[config.mk]
export PLATFORM = sky130hd
export DESIGN_NAME = bayer_mem_arbiter_flat
export DESIGN_NICKNAME = d
export VERILOG_FILES = /design/src/rtl/bayer_mem_pkg.sv /design/src/rtl/bayer_mem_arbiter_if.sv /design/src/rtl/rr_arb2.sv /design/src/rtl/bayer_mem_arbiter.sv /design/src/flat_wrapper.sv
export SDC_FILE = /design/constraint.sdc
export NUM_CORES = 1
export LEC_CHECK = 0
export CAP_MARGIN = 25
export CORE_MARGIN = 10
export CORE_UTILIZATION = 40
export CTS_CLUSTER_DIAMETER = 150
export DETAILED_ROUTE_END_ITERATION = 6
export PLACE_DENSITY = 0.89
export SLEW_MARGIN = 10
export SYNTH_ARGS = -nofsm -noshare
export SYNTH_HDL_FRONTEND = slang
export SYNTH_SLANG_ARGS = --single-unit
[constraint.sdc]
create_clock -name clk -period 7.1 [get_ports clk]
set_clock_uncertainty 0.05 [all_clocks]
set_input_delay 1.42 -clock clk [delete_from_list [all_inputs] [get_ports clk]]
set_output_delay 1.42 -clock clk [all_outputs]
set_load 0.05 [all_outputs]
[src/rtl/bayer_mem_pkg.sv]
// Shared constants and types for the colour-plane SRAM arbiter.
package bayer_mem_pkg;

  localparam int AW         = 14;
  localparam int DW         = 8;
  localparam int MEM_RD_LAT = 1;
  localparam int ARB_LAT    = 2;

  typedef enum logic [1:0] {
    OWN_NONE = 2'd0,
    OWN_M0   = 2'd1,
    OWN_M1   = 2'd2
  } owner_e;

  typedef struct packed {
    logic valid;
    logic id;
  } rd_tag_t;

endpackage

[src/rtl/bayer_mem_arbiter_if.sv]
// Bus bundle between the two requesters, the arbiter and the SRAM.
// The stat_* signals only exist when BAYER_ARB_STATS_EN is defined.
interface bayer_mem_arbiter_if #(
  parameter int AW = 14,
  parameter int DW = 8
);
  logic          m0_req;
  logic          m0_lock;
  logic          m0_wr;
  logic [AW-1:0] m0_addr;
  logic [DW-1:0] m0_wdata;
  logic          m0_gnt;
  logic          m0_rvalid;
  logic [DW-1:0] m0_rdata;

  logic          m1_req;
  logic          m1_lock;
  logic          m1_wr;
  logic [AW-1:0] m1_addr;
  logic [DW-1:0] m1_wdata;
  logic          m1_gnt;
  logic          m1_rvalid;
  logic [DW-1:0] m1_rdata;

  logic          mem_wr;
  logic [AW-1:0] mem_addr;
  logic [DW-1:0] mem_wdata;
  logic [DW-1:0] mem_rdata;
  logic [1:0]    owner;

`ifdef BAYER_ARB_STATS_EN
  logic [15:0]   stat_gnt0;
  logic [15:0]   stat_gnt1;
  logic          stat_starve;

  modport slave (
    input  m0_req, m0_lock, m0_wr, m0_addr, m0_wdata,
    input  m1_req, m1_lock, m1_wr, m1_addr, m1_wdata,
    input  mem_rdata,
    output m0_gnt, m0_rvalid, m0_rdata,
    output m1_gnt, m1_rvalid, m1_rdata,
    output mem_wr, mem_addr, mem_wdata, owner,
    output stat_gnt0, stat_gnt1, stat_starve
  );

  modport master (
    output m0_req, m0_lock, m0_wr, m0_addr, m0_wdata,
    output m1_req, m1_lock, m1_wr, m1_addr, m1_wdata,
    output mem_rdata,
    input  m0_gnt, m0_rvalid, m0_rdata,
    input  m1_gnt, m1_rvalid, m1_rdata,
    input  mem_wr, mem_addr, mem_wdata, owner,
    input  stat_gnt0, stat_gnt1, stat_starve
  );
`else
  modport slave (
    input  m0_req, m0_lock, m0_wr, m0_addr, m0_wdata,
    input  m1_req, m1_lock, m1_wr, m1_addr, m1_wdata,
    input  mem_rdata,
    output m0_gnt, m0_rvalid, m0_rdata,
    output m1_gnt, m1_rvalid, m1_rdata,
    output mem_wr, mem_addr, mem_wdata, owner
  );

  modport master (
    output m0_req, m0_lock, m0_wr, m0_addr, m0_wdata,
    output m1_req, m1_lock, m1_wr, m1_addr, m1_wdata,
    output mem_rdata,
    input  m0_gnt, m0_rvalid, m0_rdata,
    input  m1_gnt, m1_rvalid, m1_rdata,
    input  mem_wr, mem_addr, mem_wdata, owner
  );
`endif

endinterface

[src/rtl/rr_arb2.sv]
// Two-way round-robin pick; i_last = 1 means master 1 was served last.
module rr_arb2 (
  input  logic i_req0,
  input  logic i_req1,
  input  logic i_last,
  output logic o_gnt0,
  output logic o_gnt1
);

  assign o_gnt0 = i_req0 && (!i_req1 || i_last);
  assign o_gnt1 = i_req1 && (!i_req0 || !i_last);

endmodule

[src/rtl/bayer_mem_arbiter.sv]
// Round-robin arbiter with bounded lock in front of one colour-plane SRAM.
// Optional grant/starvation statistics are built when BAYER_ARB_STATS_EN is defined.
module bayer_mem_arbiter
  import bayer_mem_pkg::*;
#(
  parameter int AW       = 14,
  parameter int DW       = 8,
  parameter int MAX_HOLD = 8
) (
  input logic                clk,
  input logic                reset,
  bayer_mem_arbiter_if.slave bus
);

  localparam logic [7:0] HOLD_LIMIT = 8'(MAX_HOLD);

  owner_e        r_owner;
  logic          r_last;
  logic [7:0]    r_hold_cnt;
  logic          r_mem_wr;
  logic [AW-1:0] r_mem_addr;
  logic [DW-1:0] r_mem_wdata;
  rd_tag_t       r_tag [ARB_LAT];

  logic          w_rr_gnt0;
  logic          w_rr_gnt1;
  logic          w_cap;
  logic          w_lock0;
  logic          w_lock1;
  logic          w_cont0;
  logic          w_cont1;
  logic          w_gnt0;
  logic          w_gnt1;
  logic          w_grant;
  logic          w_sel_wr;
  logic          w_sel_lock;
  logic [AW-1:0] w_sel_addr;
  logic [DW-1:0] w_sel_wdata;
  logic          w_other_req;
  logic          w_override;
  rd_tag_t       w_tag_new;
  rd_tag_t       w_tag_out;

  rr_arb2 u_rr_arb2 (
    .i_req0 (bus.m0_req),
    .i_req1 (bus.m1_req),
    .i_last (r_last),
    .o_gnt0 (w_rr_gnt0),
    .o_gnt1 (w_rr_gnt1)
  );

  // A locked owner keeps the bus until the hold cap is hit; at the cap the
  // plain round-robin result applies, which hands the bus to the other side.
  assign w_cap   = (r_hold_cnt >= HOLD_LIMIT);
  assign w_lock0 = (r_owner == OWN_M0) && bus.m0_lock && bus.m0_req;
  assign w_lock1 = (r_owner == OWN_M1) && bus.m1_lock && bus.m1_req;
  assign w_cont0 = w_lock0 && !w_cap;
  assign w_cont1 = w_lock1 && !w_cap;

  assign w_gnt0  = w_cont0 || (!w_cont1 && w_rr_gnt0);
  assign w_gnt1  = w_cont1 || (!w_cont0 && w_rr_gnt1);
  assign w_grant = w_gnt0 || w_gnt1;

  assign w_sel_wr    = w_gnt1 ? bus.m1_wr    : bus.m0_wr;
  assign w_sel_lock  = w_gnt1 ? bus.m1_lock  : bus.m0_lock;
  assign w_sel_addr  = w_gnt1 ? bus.m1_addr  : bus.m0_addr;
  assign w_sel_wdata = w_gnt1 ? bus.m1_wdata : bus.m0_wdata;
  assign w_other_req = w_gnt1 ? bus.m0_req   : bus.m1_req;

  assign w_override = w_cap && ((w_lock0 && bus.m1_req) || (w_lock1 && bus.m0_req));

  assign w_tag_new = '{valid: w_grant && !w_sel_wr, id: w_gnt1};
  assign w_tag_out = r_tag[ARB_LAT-1];

  always_ff @(posedge clk or posedge reset) begin
    if (reset) begin
      r_owner     <= OWN_NONE;
      r_last      <= 1'b1;
      r_hold_cnt  <= 8'd0;
      r_mem_wr    <= 1'b0;
      r_mem_addr  <= '0;
      r_mem_wdata <= '0;
      for (int i = 0; i < ARB_LAT; i++) begin
        r_tag[i] <= '0;
      end
    end else begin
      if (w_grant) begin
        r_owner     <= !w_sel_lock ? OWN_NONE : (w_gnt1 ? OWN_M1 : OWN_M0);
        r_last      <= w_gnt1;
        r_hold_cnt  <= ((w_cont0 || w_cont1) && w_other_req) ? r_hold_cnt + 8'd1 : 8'd0;
        r_mem_wr    <= w_sel_wr;
        r_mem_addr  <= w_sel_addr;
        r_mem_wdata <= w_sel_wdata;
      end else begin
        // Idle cycle also covers a locked owner dropping its request.
        r_owner    <= OWN_NONE;
        r_hold_cnt <= 8'd0;
        r_mem_wr   <= 1'b0;
      end
      r_tag[0] <= w_tag_new;
      for (int i = 1; i < ARB_LAT; i++) begin
        r_tag[i] <= r_tag[i-1];
      end
    end
  end

  assign bus.m0_gnt    = w_gnt0;
  assign bus.m1_gnt    = w_gnt1;
  assign bus.mem_wr    = r_mem_wr;
  assign bus.mem_addr  = r_mem_addr;
  assign bus.mem_wdata = r_mem_wdata;
  assign bus.owner     = r_owner;

  assign bus.m0_rvalid = w_tag_out.valid && !w_tag_out.id;
  assign bus.m1_rvalid = w_tag_out.valid && w_tag_out.id;
  assign bus.m0_rdata  = bus.m0_rvalid ? bus.mem_rdata : '0;
  assign bus.m1_rdata  = bus.m1_rvalid ? bus.mem_rdata : '0;

`ifdef BAYER_ARB_STATS_EN
  logic [15:0] r_stat_gnt0;
  logic [15:0] r_stat_gnt1;
  logic        r_stat_starve;

  always_ff @(posedge clk or posedge reset) begin
    if (reset) begin
      r_stat_gnt0   <= 16'd0;
      r_stat_gnt1   <= 16'd0;
      r_stat_starve <= 1'b0;
    end else begin
      if (w_gnt0 && (r_stat_gnt0 != 16'hFFFF)) r_stat_gnt0 <= r_stat_gnt0 + 16'd1;
      if (w_gnt1 && (r_stat_gnt1 != 16'hFFFF)) r_stat_gnt1 <= r_stat_gnt1 + 16'd1;
      if (w_override) r_stat_starve <= 1'b1;
    end
  end

  assign bus.stat_gnt0   = r_stat_gnt0;
  assign bus.stat_gnt1   = r_stat_gnt1;
  assign bus.stat_starve = r_stat_starve;
`endif

endmodule

[src/flat_wrapper.sv]
// flat-port wrapper written by rule: the top's interface ports become plain ports
module bayer_mem_arbiter_flat import bayer_mem_pkg::*;
#(
  parameter int AW       = 14,
  parameter int DW       = 8,
  parameter int MAX_HOLD = 8
)
  (clk, reset, bus_m0_req, bus_m0_lock, bus_m0_wr, bus_m0_addr, bus_m0_wdata, bus_m1_req, bus_m1_lock, bus_m1_wr, bus_m1_addr, bus_m1_wdata, bus_mem_rdata, bus_m0_gnt, bus_m0_rvalid, bus_m0_rdata, bus_m1_gnt, bus_m1_rvalid, bus_m1_rdata, bus_mem_wr, bus_mem_addr, bus_mem_wdata, bus_owner);
  bayer_mem_arbiter_if #(.AW(AW), .DW(DW)) bus_i ();
  input logic clk;
  input logic reset;
  input wire logic [$bits(bus_i.m0_req)-1:0] bus_m0_req;
  input wire logic [$bits(bus_i.m0_lock)-1:0] bus_m0_lock;
  input wire logic [$bits(bus_i.m0_wr)-1:0] bus_m0_wr;
  input wire logic [$bits(bus_i.m0_addr)-1:0] bus_m0_addr;
  input wire logic [$bits(bus_i.m0_wdata)-1:0] bus_m0_wdata;
  input wire logic [$bits(bus_i.m1_req)-1:0] bus_m1_req;
  input wire logic [$bits(bus_i.m1_lock)-1:0] bus_m1_lock;
  input wire logic [$bits(bus_i.m1_wr)-1:0] bus_m1_wr;
  input wire logic [$bits(bus_i.m1_addr)-1:0] bus_m1_addr;
  input wire logic [$bits(bus_i.m1_wdata)-1:0] bus_m1_wdata;
  input wire logic [$bits(bus_i.mem_rdata)-1:0] bus_mem_rdata;
  output wire logic [$bits(bus_i.m0_gnt)-1:0] bus_m0_gnt;
  output wire logic [$bits(bus_i.m0_rvalid)-1:0] bus_m0_rvalid;
  output wire logic [$bits(bus_i.m0_rdata)-1:0] bus_m0_rdata;
  output wire logic [$bits(bus_i.m1_gnt)-1:0] bus_m1_gnt;
  output wire logic [$bits(bus_i.m1_rvalid)-1:0] bus_m1_rvalid;
  output wire logic [$bits(bus_i.m1_rdata)-1:0] bus_m1_rdata;
  output wire logic [$bits(bus_i.mem_wr)-1:0] bus_mem_wr;
  output wire logic [$bits(bus_i.mem_addr)-1:0] bus_mem_addr;
  output wire logic [$bits(bus_i.mem_wdata)-1:0] bus_mem_wdata;
  output wire logic [$bits(bus_i.owner)-1:0] bus_owner;
  assign bus_i.m0_req = bus_m0_req;
  assign bus_i.m0_lock = bus_m0_lock;
  assign bus_i.m0_wr = bus_m0_wr;
  assign bus_i.m0_addr = bus_m0_addr;
  assign bus_i.m0_wdata = bus_m0_wdata;
  assign bus_i.m1_req = bus_m1_req;
  assign bus_i.m1_lock = bus_m1_lock;
  assign bus_i.m1_wr = bus_m1_wr;
  assign bus_i.m1_addr = bus_m1_addr;
  assign bus_i.m1_wdata = bus_m1_wdata;
  assign bus_i.mem_rdata = bus_mem_rdata;
  assign bus_m0_gnt = bus_i.m0_gnt;
  assign bus_m0_rvalid = bus_i.m0_rvalid;
  assign bus_m0_rdata = bus_i.m0_rdata;
  assign bus_m1_gnt = bus_i.m1_gnt;
  assign bus_m1_rvalid = bus_i.m1_rvalid;
  assign bus_m1_rdata = bus_i.m1_rdata;
  assign bus_mem_wr = bus_i.mem_wr;
  assign bus_mem_addr = bus_i.mem_addr;
  assign bus_mem_wdata = bus_i.mem_wdata;
  assign bus_owner = bus_i.owner;
  bayer_mem_arbiter #(.AW(AW), .DW(DW), .MAX_HOLD(MAX_HOLD)) u_core (.clk(clk), .reset(reset), .bus(bus_i));
endmodule
==> Word-level counts from Yosys, hierarchy flattened <==
Index checks and enable logic that the tools add are counted.
{ "totals": {"elab_cells": 55, "reg_bits": 38, "out_inout_bits": 45} }
{ "op_classes": {"addsub": 1, "magnitude_cmp": 1, "muxes": 13, "n_eq_ne": 2, "reduce_logical": 28} }
{ "op_table": {"columns": ["operator", "n"], "rows": [
  ["two-way mux 8 bit", 5],
  ["logical AND 1 bit", 14],
  ["two-way mux 14 bit", 1],
  ["adder 8 x 1 -> 8 bit, second input constant", 1],
  [">= comparator 8 x 4 -> 1 bit, second input constant", 1],
  ["zero test 1 bit", 8],
  ["logical OR 1 bit", 6],
  ["two-way mux 2 bit", 3],
  ["two-way mux 1 bit", 4],
  ["== test 2 x 1 -> 1 bit, second input constant", 1],
  ["== test 2 bit, second input constant", 1]
]} }

==> Logic depth before layout (Yosys ltp) <==
{ "logic_depth": {"depth_word": 11, "ltp_mapped": 6} }

==> Hierarchy <==
A second synthesis with hierarchy kept.
{ "unflattened": {"hier_cells": 200, "area_unflattened_um2": 1899.3} }
{ "modules_own_cells": {"columns": ["mod", "cells_each", "instances", "area_each_um2", "seq_area_each_um2"], "rows": [
  ["bayer_mem_arbiter", 197, 1, 1880.6, 952.2],
  ["rr_arb2", 3, 1, 18.8, 0.0]
]} }

==> Least setup slack after synthesis <==
OpenSTA, ideal clock, no wires.
{ "synth_timing": {"path_kind": "input to output", "startpoint": "in bus_m0_lock", "endpoint": "out bus_m0_gnt", "t_arrival_ps": 2717, "path_buffers": 1, "slack_ps": 2913, "cell_stages": 4, "path_cell_list": "nand3b_1 o31a_1 nor3_2 clkbuf_1"} }
{ "synth_via": {"elab_chain_cells": 4} }
{ "synth_lines": {"columns": ["element", "line_no", "text"], "rows": [
  ["from (decl)", "flat_wrapper.sv:13", "input wire logic [$bits(bus_i.m0_lock)-1:0] bus_m0_lock;"],
  ["logical AND 1 bit (2 in series)", "bayer_mem_arbiter.sv:55", "assign w_lock0 = (r_owner == OWN_M0) && bus.m0_lock && bus.m0_req;"],
  ["logical AND 1 bit", "bayer_mem_arbiter.sv:57", "assign w_cont0 = w_lock0 && !w_cap;"],
  ["logical OR 1 bit", "bayer_mem_arbiter.sv:60", "assign w_gnt0 = w_cont0 || (!w_cont1 && w_rr_gnt0);"],
  ["to (decl)", "flat_wrapper.sv:23", "output wire logic [$bits(bus_i.m0_gnt)-1:0] bus_m0_gnt;"]
]} }
Every way passes these cells.

==> Final worst setup path <==
{ "layout_timing": {"startpoint": "in bus_m1_req", "endpoint": "out bus_m1_gnt"} }
{ "layout_via": {"elab_chain_cells": 3, "word_cells_on_any_way": 5} }
{ "layout_lines": {"columns": ["element", "line_no", "text"], "rows": [
  ["from (decl)", "flat_wrapper.sv:17", "input wire logic [$bits(bus_i.m1_req)-1:0] bus_m1_req;"],
  ["logical AND 1 bit, on equally long branches", "bayer_mem_arbiter.sv:56, rr_arb2.sv:11", null],
  ["logical AND 1 bit, on equally long branches", "bayer_mem_arbiter.sv:58, bayer_mem_arbiter.sv:61", null],
  ["logical OR 1 bit *", "bayer_mem_arbiter.sv:61", "assign w_gnt1 = w_cont1 || (!w_cont0 && w_rr_gnt1);"],
  ["to (decl)", "flat_wrapper.sv:26", "output wire logic [$bits(bus_i.m1_gnt)-1:0] bus_m1_gnt;"]
]} }
Every way passes the cells marked *; elsewhere a longest branch is shown, timed or not.

==> impl_metrics.csv <==
group,metric,value,unit
status,status,"finished, final reports clean",
floorplanning,coreArea,4060,sq um
power_and_ir_drop,power_frac_seq,39.5,%
timing,min_period_over_period,70.0,%
clock_network,cts_made_buffers,5,
global_routing,first_global_vias,1710,
timing,report.final.slew_viol_count,0,
min_path,hold_end,"u_core.r_tag[1]",
clock_network,cts.clk_slew.worst_paths,0.07,ns
global_routing,grt_overflow,0,
clock_network,cts.path.max_buffers,2,
clock_network,post_cts_resized,0,
routing,drcViolationCount,0,
floorplanning,start_util,42.0,%
worst_setup_path,crit_type,"in2out",
synth,synth-async-reset-ratio,100,%
min_path,hold_class,"reg2reg",
worst_setup_path,reg2reg_depth,5,
synth,synth_cell_types,28,
synth,ys_warn_count,0,
clock_network,cts_tree,"yes",
synth,synth_area_per_cell,11.7,sq um
power_and_ir_drop,ir_worst_vdd,134,uV
power_and_ir_drop,power.density,219,nW/um^2
timing,grt_setup_unrepaired,"no",
clock_network,cts_hold_buffers,0,
worst_setup_path,path_max_fanout,4,
place,dp_hpwl,4190,microns
routing,ant_nets,0,
synth,ys_ff_latch,38,
worst_setup_path,timing.rr.start,"u_core.r_hold_cnt[6]",
timing,setup-tns-final,0,ns
worst_setup_path,cp-end-kind,"output pin",
worst_setup_path,reg2reg_to,"u_core.bus.mem_wdata[1]",
min_path,min_from,"u_core.r_tag[3]",
floorplanning,ios,105,
final_layout,syn2layout_area_growth,69.9,%
routing,wirelength,5300,microns
synth,synthesis.instances,145,
power_and_ir_drop,power_switching,0.222,mW
place,portBuffers,104,
timing,max_slew.worst_pin.slew,0.539,ns
worst_setup_path,required,5.63,ns
final_layout,layout-drive-gt1-share,5.86,%
worst_setup_path,cp_data_arrival_time,3.50,ns
final_layout,final_common_cell,"clkdlybuf4s50_1",
final_layout,utilization,71.3,%
global_routing,antenna_found_initial,0,
power_and_ir_drop,p_leak,1.26,nW
final_layout,diodes,0,
global_routing,grt_start_max_net_pins,39,
power_and_ir_drop,power,0.634,mW
floorplanning,dieArea,7270,sq um
global_routing,grt.total_usage,14.5,%
synth,synthesis.area,1700,sq um
clock_network,cts-root-buf,"clkbuf_8",
worst_setup_path,cp-start-kind,"primary input",
routing,vias,1558,
routing,viasPerCell,5.09,
final_layout,final_cell_mix,"clkdlybuf4s50_1, dfrtp_1, and2_1, a221o_1, and3_1",
clock_network,cts.htree.levels,2,
power_and_ir_drop,p_clk_share,23.9,%
routing,drtIter0Drc,67,
final_layout,fillCellCount,299,
power_and_ir_drop,pwr-share-comb,36.6,%
place,place_congestion,0.847,
power_and_ir_drop,sw_frac_of_total,35.0,%
clock_network,cts_setup_buffers,0,
floorplanning,die_x,85.2,microns
floorplanning,row_count,23,
routing,firstDrtPassIters,4,
final_layout,area.sequential,952,sq um
synth,yosysSeqAreaShare,55.9,%
clock_network,clk_latency,0.29,ns
floorplanning,die_height,85.2,microns
power_and_ir_drop,internal_power,0.412,mW
timing,setup_viol,0,
timing,relSlewSlack,63.9,%
timing,hold_viol_final,0,
run,drv_cap,0,
synth,synth_edf_count,0,
timing,max_freq,201,MHz
worst_setup_path,r2r_slack,4.69,ns
clock_network,clock_sinks,38,
global_routing,grt_pass1_wl,8560,microns
final_layout,fin_nets,317,
final_layout,multi_input_area,693,sq um
min_path,holdPathStages,0,
synth,synth_ff_type,"dfrtp_1",
timing,finalCriticalPeriod,4.97,ns
routing,wire_per_inst,17.3,microns
[power groups by stage]
stage / Combinational [mW] / Clock (mW) / Sequential (mW)
4_1_cts: 0.235 / 0.154 / 0.251
5_1_grt: 0.245 / 0.162 / 0.254
2_1_floorplan: 0.0723 / 0 / 0.317
3_3_place_gp: 0.231 / 0 / 0.254
6_report: 0.232 / 0.151 / 0.251
3_5_place_dp: 0.234 / 0 / 0.254
[area by class of cell]
cell class / count / area share, %
repair buffers: 108 / 37.0
flip-flops and latches: 38 / 32.9
multi-input cells: 96 / 24.0
clock buffers: 7 / 2.98
well taps: 50 / 2.16
inverters: 6 / 0.779
clock inverters: 1 / 0.173
[sequential cells by signal (all words and copies together) (netlist names)]
signal	cells
u_core.r_hold_cnt	8
u_core.r_last	1
u_core.r_tag	4
u_core.bus.owner	2
u_core.bus.mem_wr	1
u_core.bus.mem_wdata	8
u_core.bus.mem_addr	14
[through the flow]
step                std cells  area [sq um]  worst slack (ns)  hold slack, ns
floorplan                 148          1710              2.91           0.281
global placement          297          2790              2.21           0.282
detailed placement        298          2800              2.16           0.286
CTS                       306          2890              2.14           0.302
global route              306          2890              2.06           0.305
finish                    306          2890              2.13           0.298
[routing by layer]
layer	vias to the layer above	part of all wire, %	routed length, microns	GRT usage (%)
met5	-	0	0	0
met4	0	0.96	51	3.59
met3	6	12	651	7.74
met2	77	48	2520	24.3
met1	735	39	2070	15.7
li1	740	-	-	-
[synthesized netlist by cell type, drive strengths merged (2+ instances only)]
cell / n / area (sq um)
ha: 2 / 25.0
a21o: 2 / 15.0
clkbuf: 5 / 18.8
buf: 3 / 27.5
and2: 33 / 206
nor3: 3 / 20.0
a221o: 23 / 230
nor2b: 2 / 12.5
dfrtp: 37 / 926
inv: 6 / 22.5
and3: 9 / 56.3
nor2: 6 / 22.5
[worst max path at each step]
stage	from	endpoint	slack [ns]	cells past startpoint
2_1_floorplan	bus_m0_lock	bus_m0_gnt	2.91	4
3_3_place_gp	bus_m1_req	bus_m1_gnt	2.21	5
3_5_place_dp	bus_m1_req	bus_m1_gnt	2.16	5
4_1_cts	bus_m1_req	bus_m1_gnt	2.14	5
5_1_grt	bus_m1_req	bus_m1_gnt	2.06	5
6_report	bus_m1_req	bus_m1_gnt	2.13	5
[critical path, stage by stage]
cell	delay (ns)
clkdlybuf4s50_1	0.53
nand4b_1	0.13
nor3_1	0.37
or3_1	0.22
clkdlybuf4s50_1	0.82
[cell families (layout without fill, tap and decap cells)]
group,after synthesis,count (layout),share of synthesized area [%]
buf+inv,14,122,4.04
other cells,1,4,0.220
compound gates,28,28,15.8
fa+ha+maj,2,2,1.47
simple gates,60,60,21.5
flops,38,38,55.9
xor+xnor,2,2,1.03
(Power assumes the default switching activity.)
